$ cat config.mk
export PLATFORM = sky130hd
export DESIGN_NAME = dmem_ctrl_flat
export DESIGN_NICKNAME = d
export VERILOG_FILES = /design/src/rtl/dmem_pkg.sv /design/src/rtl/dmem_if.sv /design/src/rtl/dmem_lane_fmt.sv /design/src/rtl/dmem_ctrl.sv /design/src/flat_wrapper.sv
export SDC_FILE = /design/constraint.sdc
export NUM_CORES = 1
export LEC_CHECK = 0
export BUFFER_PORTS_ARGS = -buffer_cell sky130_fd_sc_hd__buf_4
export CAP_MARGIN = 0
export CORE_ASPECT_RATIO = 0.8
export CORE_UTILIZATION = 30
export DETAILED_ROUTE_END_ITERATION = 12
export GPL_ROUTABILITY_DRIVEN = 0
export HOLD_SLACK_MARGIN = 0.05
export SYNTH_ARGS = -nofsm -noshare
export SYNTH_HDL_FRONTEND = slang
export SYNTH_SLANG_ARGS = --single-unit
export TNS_END_PERCENT = 50
$ cat constraint.sdc
create_clock -name clk -period 4.95 [get_ports clk]
set_input_delay 0.99 -clock clk [delete_from_list [all_inputs] [get_ports clk]]
set_output_delay 0.99 -clock clk [all_outputs]
set_load 0.1 [all_outputs]
$ cat src/rtl/dmem_pkg.sv
// Shared encodings and helpers for the data-memory controller.
package dmem_pkg;

  localparam int DEFAULT_DEPTH_WORDS = 256;

  localparam logic [1:0] SZ_BYTE = 2'b00;
  localparam logic [1:0] SZ_HALF = 2'b01;
  localparam logic [1:0] SZ_WORD = 2'b10;

  typedef enum logic [1:0] {
    ST_IDLE = 2'd0,
    ST_RD   = 2'd1,
    ST_WR   = 2'd2,
    ST_RESP = 2'd3
  } state_e;

  // Misaligned for its size, illegal size, or beyond the attached memory.
  function automatic logic req_is_bad(input logic [1:0]  size,
                                      input logic [31:0] addr,
                                      input logic [31:0] limit);
    logic bad;
    case (size)
      SZ_BYTE: bad = 1'b0;
      SZ_HALF: bad = addr[0];
      SZ_WORD: bad = (addr[1:0] != 2'b00);
      default: bad = 1'b1;
    endcase
    return bad | (addr >= limit);
  endfunction

endpackage

$ cat src/rtl/dmem_if.sv
// Request/response channel between one requester and the memory controller.
interface dmem_if;

  logic        req_valid;
  logic        req_ready;
  logic        req_we;
  logic [1:0]  req_size;
  logic        req_unsigned;
  logic [31:0] req_addr;
  logic [31:0] req_wdata;
  logic        resp_valid;
  logic [31:0] resp_rdata;
  logic        resp_err;

  modport master (
    output req_valid, req_we, req_size, req_unsigned, req_addr, req_wdata,
    input  req_ready, resp_valid, resp_rdata, resp_err
  );

  modport slave (
    input  req_valid, req_we, req_size, req_unsigned, req_addr, req_wdata,
    output req_ready, resp_valid, resp_rdata, resp_err
  );

endinterface

$ cat src/rtl/dmem_lane_fmt.sv
// Sub-word lane handling: load extract/extend and store read-modify-write merge.
module dmem_lane_fmt
  import dmem_pkg::*;
(
  input  logic [1:0]  i_size,
  input  logic [1:0]  i_addr_lo,
  input  logic        i_unsigned,
  input  logic [31:0] i_rdata,
  input  logic [31:0] i_wdata,
  output logic [31:0] o_load,
  output logic [31:0] o_merge
);

  logic [7:0]  w_byte;
  logic [15:0] w_half;

  // Load path: pick the addressed lane and extend it.
  always_comb begin
    w_byte = 8'h00;
    case (i_addr_lo)
      2'd0:    w_byte = i_rdata[7:0];
      2'd1:    w_byte = i_rdata[15:8];
      2'd2:    w_byte = i_rdata[23:16];
      2'd3:    w_byte = i_rdata[31:24];
      default: w_byte = 8'h00;
    endcase
    if (i_addr_lo[1]) begin
      w_half = i_rdata[31:16];
    end else begin
      w_half = i_rdata[15:0];
    end
    o_load = 32'h0000_0000;
    case (i_size)
      SZ_BYTE: o_load = i_unsigned ? {24'h00_0000, w_byte} : {{24{w_byte[7]}}, w_byte};
      SZ_HALF: o_load = i_unsigned ? {16'h0000, w_half} : {{16{w_half[15]}}, w_half};
      SZ_WORD: o_load = i_rdata;
      default: o_load = 32'h0000_0000;
    endcase
  end

  // Store path: overwrite only the addressed lane of the word just read.
  always_comb begin
    o_merge = i_rdata;
    case (i_size)
      SZ_BYTE: begin
        case (i_addr_lo)
          2'd0:    o_merge[7:0]   = i_wdata[7:0];
          2'd1:    o_merge[15:8]  = i_wdata[7:0];
          2'd2:    o_merge[23:16] = i_wdata[7:0];
          2'd3:    o_merge[31:24] = i_wdata[7:0];
          default: o_merge = i_rdata;
        endcase
      end
      SZ_HALF: begin
        if (i_addr_lo[1]) begin
          o_merge[31:16] = i_wdata[15:0];
        end else begin
          o_merge[15:0] = i_wdata[15:0];
        end
      end
      SZ_WORD: o_merge = i_wdata;
      default: o_merge = i_rdata;
    endcase
  end

endmodule

$ cat src/rtl/dmem_ctrl.sv
// Two-port arbiter and read-modify-write FSM in front of a single-port
// synchronous-read word memory.
module dmem_ctrl
  import dmem_pkg::*;
#(
  parameter int DEPTH_WORDS = DEFAULT_DEPTH_WORDS
) (
  input  logic        clk,
  input  logic        rst,
  dmem_if.slave       a,
  dmem_if.slave       b,
  output logic        mem_write_en,
  output logic [31:0] mem_address,
  output logic [31:0] mem_data_in,
  input  logic [31:0] mem_data_out
);

  localparam logic [31:0] ADDR_LIMIT = 32'(DEPTH_WORDS * 4);

  state_e      r_state;
  logic        r_last_b;
  logic        r_owner_b;
  logic        r_we;
  logic [1:0]  r_size;
  logic        r_unsigned;
  logic [31:0] r_addr;
  logic [31:0] r_wdata;
  logic        r_err;

  logic        w_grant_b;
  logic        w_any;
  logic        w_idle;
  logic        w_sel_we;
  logic [1:0]  w_sel_size;
  logic        w_sel_unsigned;
  logic [31:0] w_sel_addr;
  logic [31:0] w_sel_wdata;
  logic        w_sel_bad;
  logic [31:0] w_fmt_rdata;
  logic [31:0] w_load;
  logic [31:0] w_merge;
  logic [31:0] w_rdata;
  logic        w_resp;

  // Arbitration: lone requester wins; on a tie the port not granted last wins.
  always_comb begin
    if (a.req_valid && b.req_valid) begin
      w_grant_b = ~r_last_b;
    end else if (b.req_valid) begin
      w_grant_b = 1'b1;
    end else begin
      w_grant_b = 1'b0;
    end
  end

  assign w_any  = a.req_valid | b.req_valid;
  assign w_idle = (r_state == ST_IDLE);

  assign a.req_ready = w_idle & a.req_valid & ~w_grant_b;
  assign b.req_ready = w_idle & b.req_valid &  w_grant_b;

  assign w_sel_we       = w_grant_b ? b.req_we       : a.req_we;
  assign w_sel_size     = w_grant_b ? b.req_size     : a.req_size;
  assign w_sel_unsigned = w_grant_b ? b.req_unsigned : a.req_unsigned;
  assign w_sel_addr     = w_grant_b ? b.req_addr     : a.req_addr;
  assign w_sel_wdata    = w_grant_b ? b.req_wdata    : a.req_wdata;
  assign w_sel_bad      = req_is_bad(w_sel_size, w_sel_addr, ADDR_LIMIT);

  // Transaction FSM; request fields and owner are captured at acceptance.
  always_ff @(posedge clk or posedge rst) begin
    if (rst) begin
      r_state    <= ST_IDLE;
      r_last_b   <= 1'b1;
      r_owner_b  <= 1'b0;
      r_we       <= 1'b0;
      r_size     <= 2'b00;
      r_unsigned <= 1'b0;
      r_addr     <= 32'h0000_0000;
      r_wdata    <= 32'h0000_0000;
      r_err      <= 1'b0;
    end else begin
      case (r_state)
        ST_IDLE: begin
          if (w_any) begin
            r_last_b   <= w_grant_b;
            r_owner_b  <= w_grant_b;
            r_we       <= w_sel_we;
            r_size     <= w_sel_size;
            r_unsigned <= w_sel_unsigned;
            r_addr     <= w_sel_addr;
            r_wdata    <= w_sel_wdata;
            r_err      <= w_sel_bad;
            if (w_sel_bad) begin
              r_state <= ST_RESP;
            end else if (w_sel_we && (w_sel_size == SZ_WORD)) begin
              r_state <= ST_WR;
            end else begin
              r_state <= ST_RD;
            end
          end else begin
            r_state <= ST_IDLE;
          end
        end
        ST_RD:   r_state <= r_we ? ST_WR : ST_RESP;
        ST_WR:   r_state <= ST_RESP;
        ST_RESP: r_state <= ST_IDLE;
        default: r_state <= ST_IDLE;
      endcase
    end
  end

  // Memory read data is only meaningful in the cycle after a read phase.
  assign w_fmt_rdata = ((r_state == ST_WR) || (r_state == ST_RESP)) ? mem_data_out : 32'h0000_0000;

  dmem_lane_fmt u_lane_fmt (
    .i_size     (r_size),
    .i_addr_lo  (r_addr[1:0]),
    .i_unsigned (r_unsigned),
    .i_rdata    (w_fmt_rdata),
    .i_wdata    (r_wdata),
    .o_load     (w_load),
    .o_merge    (w_merge)
  );

  // Memory drive decoded from state so reset removes a write at once.
  always_comb begin
    mem_write_en = 1'b0;
    mem_address  = 32'h0000_0000;
    mem_data_in  = 32'h0000_0000;
    case (r_state)
      ST_RD: begin
        mem_address = {r_addr[31:2], 2'b00};
      end
      ST_WR: begin
        mem_write_en = 1'b1;
        mem_address  = {r_addr[31:2], 2'b00};
        mem_data_in  = (r_size == SZ_WORD) ? r_wdata : w_merge;
      end
      default: begin
        mem_write_en = 1'b0;
        mem_address  = 32'h0000_0000;
        mem_data_in  = 32'h0000_0000;
      end
    endcase
  end

  assign w_resp  = (r_state == ST_RESP);
  assign w_rdata = (r_err | r_we) ? 32'h0000_0000 : w_load;

  assign a.resp_valid = w_resp & ~r_owner_b;
  assign a.resp_rdata = (w_resp & ~r_owner_b) ? w_rdata : 32'h0000_0000;
  assign a.resp_err   = w_resp & ~r_owner_b & r_err;
  assign b.resp_valid = w_resp & r_owner_b;
  assign b.resp_rdata = (w_resp & r_owner_b) ? w_rdata : 32'h0000_0000;
  assign b.resp_err   = w_resp & r_owner_b & r_err;

endmodule

$ cat src/flat_wrapper.sv
// flat-port wrapper written by rule: the top's interface ports become plain ports
module dmem_ctrl_flat import dmem_pkg::*;
#(
  parameter int DEPTH_WORDS = DEFAULT_DEPTH_WORDS
)
  (clk, rst, mem_write_en, mem_address, mem_data_in, mem_data_out, a_req_valid, a_req_we, a_req_size, a_req_unsigned, a_req_addr, a_req_wdata, a_req_ready, a_resp_valid, a_resp_rdata, a_resp_err, b_req_valid, b_req_we, b_req_size, b_req_unsigned, b_req_addr, b_req_wdata, b_req_ready, b_resp_valid, b_resp_rdata, b_resp_err);
  dmem_if a_i ();
  dmem_if b_i ();
  input  logic clk;
  input  logic rst;
  output logic mem_write_en;
  output logic [31:0] mem_address;
  output logic [31:0] mem_data_in;
  input  logic [31:0] mem_data_out;
  input wire logic [$bits(a_i.req_valid)-1:0] a_req_valid;
  input wire logic [$bits(a_i.req_we)-1:0] a_req_we;
  input wire logic [$bits(a_i.req_size)-1:0] a_req_size;
  input wire logic [$bits(a_i.req_unsigned)-1:0] a_req_unsigned;
  input wire logic [$bits(a_i.req_addr)-1:0] a_req_addr;
  input wire logic [$bits(a_i.req_wdata)-1:0] a_req_wdata;
  output wire logic [$bits(a_i.req_ready)-1:0] a_req_ready;
  output wire logic [$bits(a_i.resp_valid)-1:0] a_resp_valid;
  output wire logic [$bits(a_i.resp_rdata)-1:0] a_resp_rdata;
  output wire logic [$bits(a_i.resp_err)-1:0] a_resp_err;
  input wire logic [$bits(b_i.req_valid)-1:0] b_req_valid;
  input wire logic [$bits(b_i.req_we)-1:0] b_req_we;
  input wire logic [$bits(b_i.req_size)-1:0] b_req_size;
  input wire logic [$bits(b_i.req_unsigned)-1:0] b_req_unsigned;
  input wire logic [$bits(b_i.req_addr)-1:0] b_req_addr;
  input wire logic [$bits(b_i.req_wdata)-1:0] b_req_wdata;
  output wire logic [$bits(b_i.req_ready)-1:0] b_req_ready;
  output wire logic [$bits(b_i.resp_valid)-1:0] b_resp_valid;
  output wire logic [$bits(b_i.resp_rdata)-1:0] b_resp_rdata;
  output wire logic [$bits(b_i.resp_err)-1:0] b_resp_err;
  assign a_i.req_valid = a_req_valid;
  assign a_i.req_we = a_req_we;
  assign a_i.req_size = a_req_size;
  assign a_i.req_unsigned = a_req_unsigned;
  assign a_i.req_addr = a_req_addr;
  assign a_i.req_wdata = a_req_wdata;
  assign a_req_ready = a_i.req_ready;
  assign a_resp_valid = a_i.resp_valid;
  assign a_resp_rdata = a_i.resp_rdata;
  assign a_resp_err = a_i.resp_err;
  assign b_i.req_valid = b_req_valid;
  assign b_i.req_we = b_req_we;
  assign b_i.req_size = b_req_size;
  assign b_i.req_unsigned = b_req_unsigned;
  assign b_i.req_addr = b_req_addr;
  assign b_i.req_wdata = b_req_wdata;
  assign b_req_ready = b_i.req_ready;
  assign b_resp_valid = b_i.resp_valid;
  assign b_resp_rdata = b_i.resp_rdata;
  assign b_resp_err = b_i.resp_err;
  dmem_ctrl #(.DEPTH_WORDS(DEPTH_WORDS)) u_core (.clk(clk), .rst(rst), .a(a_i), .b(b_i), .mem_write_en(mem_write_en), .mem_address(mem_address), .mem_data_in(mem_data_in), .mem_data_out(mem_data_out));
endmodule
==> results.md, run 1 <==
* Post-synthesis simple-gate area fraction at 24.1%
* # diodes at 0
* Worst-Skew Late Latency at ~330 ps
* Period utilization at 84.3%
* Setup TNS at 0 ps
* Core area at around 18000 µm²
* Peak VDD IR at just over 0.3 mV
* Synthesis-to-finish area growth at 49.7%
* Total CTS buffers at 9
* WHS at about 470 ps
* EDFF count, synth at 0
* First-iteration detailed-routing DRC count at 530
* Area occupied by multi-input gates at about 3600 µm²
* PD cells at 787 nW/µm²
* Post-Synth Adder-Cell Area at 1.11%
* Gr usage total at between 20% and 30%
* Largest net degree at the start of global routing at 98
* Initial core utilization at a little under a third
* Share of layout cells above drive strength 1 at 36.0%
* Final WL at ~22000 µm
* #FFs+latches synth at between 70 and 80
* RSZ-0062 raised after global routing: false
* Yosys top cell area share at approximately a third
* Filler cell count at around 1900
* Final setup vio count at 0
* CP Launch Type: flop
* Postcts setup bufs at 0
* Min cycle time layout at about 4200 ps
* Post-DP HPWL at 17500 µm
* Hold Crit Class: reg2reg
* Async set-reset flop share out of synthesis at 100%
* I/O pins at between 300 and 400
* Cells after synthesis at 725
* Status: finished clean
* Initial antenna violation count at 0
* Number of remaining DRC errors at 0
* CTS tree: built
* IO buf count at roughly 300
* FF/Latch Area at about 1800 µm²
* Clk sinks at 73
* Top fanout value on the critical path at 14
* Critical path arrival at roughly 3200 ps
* Via count at around 6300
* Syn Area/Cell at 7.77 µm²
* Number of global-route vias before repair at between 5000 and 6000
* Sequential element share of the synthesized area at approximately 32%
* Critical path type: reg2out
* Synth Area in Compound Gates at between 20% and 30%
* Gr ovfl total at 0
* Distinct cells, synth at 50
* Synth top cells by count: nand2_1 (116), o21ai_0 (95), mux2i_1 (80)
* Multiplexer share of the synthesized area at ~16%
* Post-synth top area cell: dfrtp_1
* Die X-Extent at between 150 and 200 µm
* DIE AREA at ~19000 µm²
* DR WL/cell at ~18 µm
* # rows at 44
* Post-CTS Resized at 0
* Final hold viol count at 0
* Most frequent cell after synthesis: nand2_1
* Fmax at 0.240 GHz
* Router iterations before antenna repair at 7
* Xor-xnor portion of the synthesized cell area at 0%
* Clock Tree Buf Depth at 2
* Top_reg_cell synth: dfrtp_1
* Max_cap viols at 0
* First-pass GRT wire length at around 34000 µm
* Largest family of logic cells by synthesized area: simple AND/OR/NAND/NOR gates
* Pins Over Slew Limit at 0
* ANT nets after route at 0
* Htree depth at 3
* Die span in y at approximately 120 µm
* Clk slew on worst S/H paths at approximately 60 ps
* Mapped cell area at 5640 µm²
* Slew @ Worst Pin at 1190 ps
* Fin Clk Skew at 9.29 ps
* Ranking of synthesized cells by area: dfrtp_1 (32%), mux2i_1 (14%), o21ai_0 (8.4%)
* Clock Tree Root: clkbuf_16
* Hold buffers post-CTS at 0
* Final net count at ~1200
* Static Leak at between 4 and 5 nW
* Drt via density at 5.01
* Synth warnings at 0
* Relative slew margins at 19.9%
* Data required, critical path at 3960 ps
* CP Capture Type: output pin
sequential cells by signal (all words and copies together) (netlist names):
| register | count |
|---|---|
| u_core.r_owner_b | 1 |
| u_core.r_addr | 32 |
| u_core.r_state | 2 |
| u_core.r_err | 1 |
| u_core.r_unsigned | 1 |
| u_core.r_last_b | 1 |
| u_core.r_wdata | 32 |
| u_core.r_size | 2 |
| u_core.r_we | 1 |
worst max-delay path, stage by stage, from the launching register on:
cell,delay [ps]
dfrtp_1,570
nor2b_1,200
o31ai_2,980
a222oi_1,270
or2_2,360
nor2_1,150
buf_4,310
worst paths after layout:
kind	from	endpoint	slack (ps)	cells past startpoint
setup / recovery	u_core.r_size[0]	b_resp_rdata[3]	780	6
hold / removal	u_core.r_addr[7]	u_core.r_addr[7]	470	2
setup reg to reg	u_core.r_last_b	u_core.r_unsigned	2690	5
hold reg to reg	u_core.r_addr[7]	u_core.r_addr[7]	470	2
max in group asynchronous	rst	u_core.r_addr[2]	3250	3
min in group asynchronous	rst	u_core.r_addr[3]	700	2
stage by stage:
step / std cells / cell area [µm²] / power [mW] / worst slack [ps] / util (%)
2_1_floorplan: 726 / 5650 / 4.83 / 35.4 / -
4_1_cts: 1253 / 8440 / 6.67 / 791 / 46.2
3_3_place_gp: 1237 / 8130 / 5.97 / 1230 / 44.5
6_report: 1253 / 8440 / 6.64 / 776 / 46.2
3_5_place_dp: 1237 / 8130 / 5.99 / 1170 / 44.5
5_1_grt: 1253 / 8440 / 7.01 / 573 / 46.2
cell families after synthesis:
kind of cell    Yosys count
fa+ha+maj                 5
buf+inv                  65
mux                      88
other cells               1
flops                    73
compound gates          205
simple gates            288
report_power, final:
group	switching, mW	internal, mW	total (mW)
clock	0.262	0.394	0.657
combinational	3.63	1.21	4.84
sequential	0.252	0.889	1.14
final cells by class:
| class | count | share of cell area [%] |
|---|---|---|
| Clock buffer | 9 | 2.67 |
| Clock inverter | 7 | 0.919 |
| Inverter | 6 | 0.282 |
| Multi-Input combinational cell | 588 | 42.4 |
| Sequential cell | 73 | 21.7 |
| Tap cell | 253 | 3.75 |
| Timing Repair Buffer | 317 | 28.4 |
routing by layer:
metal  GRT usage, %  up-vias  part of all wire (%)
li1               -     3090                     -
met1           32.9     2891                    45
met2           33.8      279                    44
met3           5.85       18                   9.1
met4           4.09        0                   1.0
met5              0        -                     0
cell usage in the layout (no fill, tap or decap), types with 7 or more instances in the layout:
cell,instances
nor2_1,66
mux2i_1,80
clkbuf_16,9
o21ai_0,94
or2_2,9
mux2_2,8
nand3_1,18
a22oi_1,13
a21oi_1,52
dfrtp_1,72
buf_4,316
nor2b_1,12
and2_1,35
nand2_1,116
nor3_1,7
a222oi_1,7
o211a_1,8
No activity file was read; power rests on OpenSTA's default activity.
==> run 2, diff against run 1 <==
--- a/config.mk
+++ b/config.mk
@@ -5,6 +5,7 @@
 export SDC_FILE = /design/constraint.sdc
 export NUM_CORES = 1
 export LEC_CHECK = 0
+export ABC_AREA = 1
 export BUFFER_PORTS_ARGS = -buffer_cell sky130_fd_sc_hd__buf_4
 export CAP_MARGIN = 0
 export CORE_ASPECT_RATIO = 0.8
==> constraint.sdc (replaced) <==
create_clock -name clk -period 4.3 [get_ports clk]
set_input_delay 0.86 -clock clk [delete_from_list [all_inputs] [get_ports clk]]
set_output_delay 0.86 -clock clk [all_outputs]
set_load 0.1 [all_outputs]
==> results.md, run 2 <==
* Status: finished clean
* Busiest grt layer: met2
* Final hold viol count at 0 (unchanged)
* Clock Tree Buf Depth at 2 (unchanged)
* Most frequent cells in the layout: buf_4 (314), nand2_1 (271), nor2_1 (159)
* Global Route met1 Usage at 33.7% (+0.80 points)
* CP Capture Type: output pin
* Die X-Extent at 160 µm (+3.3%)
* Top_reg_cell synth: dfrtp_1
* Synth top cells by count: nand2_1 (271), nor2_1 (162), o21ai_0 (140)
* Period utilization at about nine tenths
* Data required, critical path at 3440 ps (-520 ps)
* Core area at 19300 µm² (+5.7%)
* Post-synth top area cell: dfrtp_1
* Mapped cell area at 6020 µm² (+6.7%)
* Largest net degree at the start of global routing at 64 (-35%)
* Commonest non-fill, non-tap cell in the layout: buf_4
* M3 GR Usage at 7.09% (+1.2 points)
* RSZ-0062 raised after global routing: false
* Post-CTS Resized at 0 (unchanged)
* Critical path type: reg2out
* Slew @ Worst Pin at 1230 ps (+32.8 ps)
* Min cycle time layout at about 3900 ps
* Die span in y at 129 µm (+3.3%)
* DR WL/cell at 16.5 µm (-6.3%)
* Postcts setup bufs at 0 (unchanged)
* Largest regs: u_core.r_addr (32), u_core.r_wdata (32)
* Cells after synthesis at 991 (+37%)
* Final setup vio count at 0 (unchanged)
* # rows at 45 (+2.3%)
* ANT nets after route at 0 (unchanged)
* First-iteration detailed-routing DRC count at 637 (+20%)
* Max_cap viols at 0 (unchanged)
* Final net count at 1428 (+22%)
* Gr ovfl total at 0 (unchanged)
* Most frequent cell after synthesis: nand2_1
* Fin Clk Skew at 7.86 ps (-1.43 ps)
* #FFs+latches synth at 73 (unchanged)
* Number of global-route vias before repair at 6913 (+18%)
* Final WL at 24900 µm (+13%)
* EDFF count, synth at 0 (unchanged)
* Hold buffers post-CTS at 0 (unchanged)
* Critical path arrival at 3040 ps (-140 ps)
* Htree depth at 3 (unchanged)
* Initial core utilization at 31.2% (+0.32 points)
* Worst-Skew Late Latency at 340 ps (about the same)
* Yosys top cell area share at 29.9% (-2.0 points)
* CTS tree: built
* Clk slew on worst S/H paths at 60 ps (about the same)
* IO buf count at 304 (unchanged)
* # diodes at 0 (unchanged)
* Async set-reset flop share out of synthesis at 100% (unchanged)
* Clk sinks at 73 (unchanged)
* Via count at 7392 (+18%)
* First-pass GRT wire length at 38600 µm (+14%)
* Filler cell count at 2132 (+12%)
* Syn Area/Cell at 6.07 µm² (-22%)
* M2 GR Usage at 36.4% (+2.6 points)
* Synth warnings at 0 (unchanged)
* Router iterations before antenna repair at 6 (-1)
* Finished Core Util at 44.8% (-1.3 points)
* Top fanout value on the critical path at 16 (+2)
* DIE AREA at 20600 µm² (+6.6%)
* Ranking of synthesized cells by area: dfrtp_1 (30%), nand2_1 (17%), o21ai_0 (12%)
* I/O pins at 307 (unchanged)
* Drt via density at 4.88 (-2.6%)
* Pins Over Slew Limit at 0 (unchanged)
* Clock Tree Root: clkbuf_16
* Fmax at about 0.26 GHz
* Total CTS buffers at 9 (unchanged)
* Sequential element share of the synthesized area at 30.4% (-2.1 points)
* Post-DP HPWL at 19300 µm (+10%)
* Share of layout cells above drive strength 1 at 29.2% (-6.8 points)
* Gr usage total at 24.1% (+1.4 points)
* Relative slew margins at 18.0% (-1.9 points)
* Number of remaining DRC errors at 0 (unchanged)
* Distinct cells, synth at 40 (-20%)
* Synthesis-to-finish area growth at 43.9%
* Hold Crit Class: reg2reg
* CP Launch Type: flop
* Initial antenna violation count at 0 (unchanged)
run 2: cell types whose count changed after synthesis, sizes merged, moves of 34 or more:
cell | before | now
mux2i | 80 | 0
and2 | 35 | 1
nand2 | 116 | 279
inv | 6 | 113
o21ai | 95 | 143
nor2 | 66 | 178
run 2: worst max-delay path, cell delays in order (launching register included):
cell and delay (ps):
dfrtp_1 750, clkinv_1 460, nor2_1 640, a22oi_1 210, nand2_1 110, nand2_1 90
nor2_1 110, buf_4 330
run 2: cells by family (layout without fill, tap and decap cells):
logic type               count (synthesis)  count (layout)  share of synthesized area (%)
AO/OA/AOI/OAI                          239             239                           22.0
flip-flops                              73              73                           30.4
adder cells (fa/ha/maj)                  5               5                           1.04
other                                    1               2                         0.0623
buffers and inverters                  181             445                           12.9
AND/OR/NAND/NOR                        492             492                           33.6
run 2: cell type report:
type                            instances  area (µm²)  area share, %
Inverter                              115         438           5.06
Clock buffer                           10         229           2.64
Multi-Input combinational cell        738        3430           39.7
Sequential cell                        73        1830           21.1
Clock inverter                          6        51.3          0.592
Timing Repair Buffer                  314        2360           27.2
Tap cell                              258         323           3.73
run 2: through the flow:
| stage | std cells | instance area [µm²] | worst slack, ps | setup TNS (ps) | hold WS, ps |
|---|---|---|---|---|---|
| after floorplan | 992 | 6030 | -342 | -13810 | 448 |
| after global placement | 1498 | 8380 | 816 | 0 | 464 |
| after detailed placement | 1498 | 8380 | 841 | 0 | 468 |
| after CTS | 1514 | 8660 | 467 | 0 | 477 |
| after global routing | 1514 | 8660 | 196 | 0 | 500 |
| final | 1514 | 8660 | 402 | 0 | 477 |
run 2: worst paths after layout:
kind | start | end | slack, ps | depth (start not counted)
setup / recovery | u_core.r_addr[1] | b_resp_rdata[8] | 400 | 7
hold / removal | u_core.r_last_b | u_core.r_last_b | 480 | 2
setup reg to reg | u_core.r_last_b | u_core.r_err | 1400 | 12
hold reg to reg | u_core.r_last_b | u_core.r_last_b | 480 | 2
max in group asynchronous | rst | u_core.r_wdata[7] | 2730 | 3
min in group asynchronous | rst | u_core.r_addr[3] | 660 | 2
run 2: layer usage:
layer	vias up	routed length, µm
met5	-	0
met3	36	2430
met2	323	10800
met4	0	422
met1	3358	11300
li1	3675	-
Power of run 2 is not shown: default switching activity piles up to over one toggle a cycle in this logic, so the estimate is an artifact.
==> run 3, diff against run 2 <==
--- a/config.mk
+++ b/config.mk
@@ -6,13 +6,17 @@
 export NUM_CORES = 1
 export LEC_CHECK = 0
 export ABC_AREA = 1
-export BUFFER_PORTS_ARGS = -buffer_cell sky130_fd_sc_hd__buf_4
 export CAP_MARGIN = 0
+export CELL_PAD_IN_SITES_DETAIL_PLACEMENT = 0
+export CELL_PAD_IN_SITES_GLOBAL_PLACEMENT = 1
 export CORE_ASPECT_RATIO = 0.8
 export CORE_UTILIZATION = 30
 export DETAILED_ROUTE_END_ITERATION = 12
+export DONT_BUFFER_PORTS = 1
 export GPL_ROUTABILITY_DRIVEN = 0
 export HOLD_SLACK_MARGIN = 0.05
+export PLACE_DENSITY_LB_ADDON = 0.1
+export SKIP_CTS_REPAIR_TIMING = 1
 export SYNTH_ARGS = -nofsm -noshare
 export SYNTH_HDL_FRONTEND = slang
 export SYNTH_SLANG_ARGS = --single-unit
==> results.md, run 3 (synthesized netlist as in run 2, its figures left out) <==
* Fmax at 0.264 GHz (+2.9%)
* Clock Tree Buf Depth at 2 (unchanged)
* Router iterations before antenna repair at 5 (-1)
* Final net count at 1227 (-14%)
* Area occupied by multi-input gates at 3730 µm² (+8.6%)
* Critical path arrival at 2930 ps (-110 ps)
* Initial antenna violation count at 0 (unchanged)
* Die X-Extent at 160 µm (unchanged)
* Most frequent cells in the layout: nand2_1 (269), o21ai_0 (140), inv_1 (109)
* Worst-Skew Late Latency at 330 ps (about the same)
* I/O pins at 307 (unchanged)
* DR WL/cell at 19.1 µm (+16%)
* Hold Crit Class: reg2reg
* Largest regs: u_core.r_addr (32), u_core.r_wdata (32)
* Dpl ws at 882 ps (+41.1 ps)
* WHS at 480 ps (+3.32 ps)
* Synthesis-to-finish area growth at 35.1%
* Slew @ Worst Pin at 1120 ps (-109 ps)
* Relative slew margins at 25.4% (+7.4 points)
* Period utilization at 88.1% (-2.6 points)
* Final setup vio count at 0 (unchanged)
* Critical path type: reg2out
* Max_cap viols at 0 (unchanged)
* Data required, critical path at 3440 ps (about the same)
* Status: finished clean
* DIE AREA at 20600 µm² (unchanged)
* Htree depth at 3 (unchanged)
* Number of global-route vias before repair at 6333 (-8.4%)
* Pins Over Slew Limit at 0 (unchanged)
* First-pass GRT wire length at 37800 µm (-2.0%)
* Clock Tree Root: clkbuf_16
* Finished Core Util at 42.1% (-2.8 points)
* Gr usage total at 24.0% (-0.098 points)
* Most numerous cell on the critical path: nand2_1
* ANT nets after route at 0 (unchanged)
* CTS tree: built
* Fin cells at 1314 (-13%)
* Die span in y at 129 µm (unchanged)
* Initial core utilization at 31.2% (unchanged)
* Clk sinks at 73 (unchanged)
* FF/Latch Area at 1830 µm² (unchanged)
* Number of remaining DRC errors at 0 (unchanged)
* Via count at 6595 (-11%)
* Drt via density at 5.02 (+2.8%)
* Largest net degree at the start of global routing at 68 (+6.3%)
* Worst-path cell chain: inv_1 > ha_2 > nor2_4 > inv_2 > nand2_2 > o211ai_2 > nand3_2 > nand2_1 > nand2_1 > nor2_2 > buf_12
* Buf+Inv Stages, Crit Path at 3 (+1)
* Core area at 19300 µm² (unchanged)
* Fin Clk Skew at 9.42 ps (+1.56 ps)
* Min cycle time layout at 3790 ps (-110 ps)
* Final WL at 25100 µm (+0.79%)
* Filler cell count at 2110 (-1.0%)
* IO buf count at 0 (-100%)
* # rows at 45 (unchanged)
* CP Launch Type: flop
* Slowest stage cell, crit path: nand3_2
* DP Cell Count at 1297 (-13%)
* Share of layout cells above drive strength 1 at 25.0% (-4.2 points)
* First-iteration detailed-routing DRC count at 613 (-3.8%)
* Final hold viol count at 0 (unchanged)
* Post-DP HPWL at 19500 µm (+0.94%)
* RSZ-0062 raised after global routing: false
* Commonest non-fill, non-tap cell in the layout: nand2_1
* Total CTS buffers at 9 (unchanged)
* Crit path largest cell delay at 450 ps (-300 ps)
* Clk slew on worst S/H paths at 70 ps (about the same)
* Top fanout value on the critical path at 24 (+8)
* Setup WS post-layout at 512 ps (+110 ps)
* Delay-heaviest family, CP: simple AND/OR/NAND/NOR gates
* CP Capture Type: output pin
* Gr ovfl total at 0 (unchanged)
run 3: through the flow:
step,instance area [µm²],TNS (ps)
final,8130,0
after global routing,8120,0
after CTS,8120,0
after detailed placement,7780,0
after global placement,7780,0
after floorplan,6030,-13810
run 3: path summary, 6_finish.rpt:
kind	start	end	slack [ps]	cells after the start
worst max-delay path	u_core.r_state[0]	b_resp_rdata[23]	510	11
worst min-delay path	u_core.r_wdata[25]	u_core.r_wdata[25]	480	2
worst max register to register	u_core.r_last_b	u_core.r_err	1370	13
worst min register to register	u_core.r_wdata[25]	u_core.r_wdata[25]	480	2
max in group asynchronous	rst	u_core.r_addr[31]	2830	2
min in group asynchronous	rst	u_core.r_addr[10]	570	1
run 3: routing by layer:
metal	wire length, µm	track usage (%)
met5	0	0
met4	191	3.25
met3	2270	8.51
met2	10600	35.4
met1	12100	34.1
run 3: worst register-to-register path, delay by kind of cell, from the launching register on:
kind	cells	cell delay, ps
compound gates	2	240
buf+inv	2	790
flops	1	550
simple gates	9	1210
run 3: final cells by class:
type	count	area share (%)
flip-flops and latches	73	22.5
inverters	115	5.39
well taps	258	3.97
diodes	2	0.0616
repair buffers	113	18.0
multi-input cells	738	45.9
clock inverters	5	1.28
clock buffers	10	2.94
Power of run 3 is left out for the same reason.
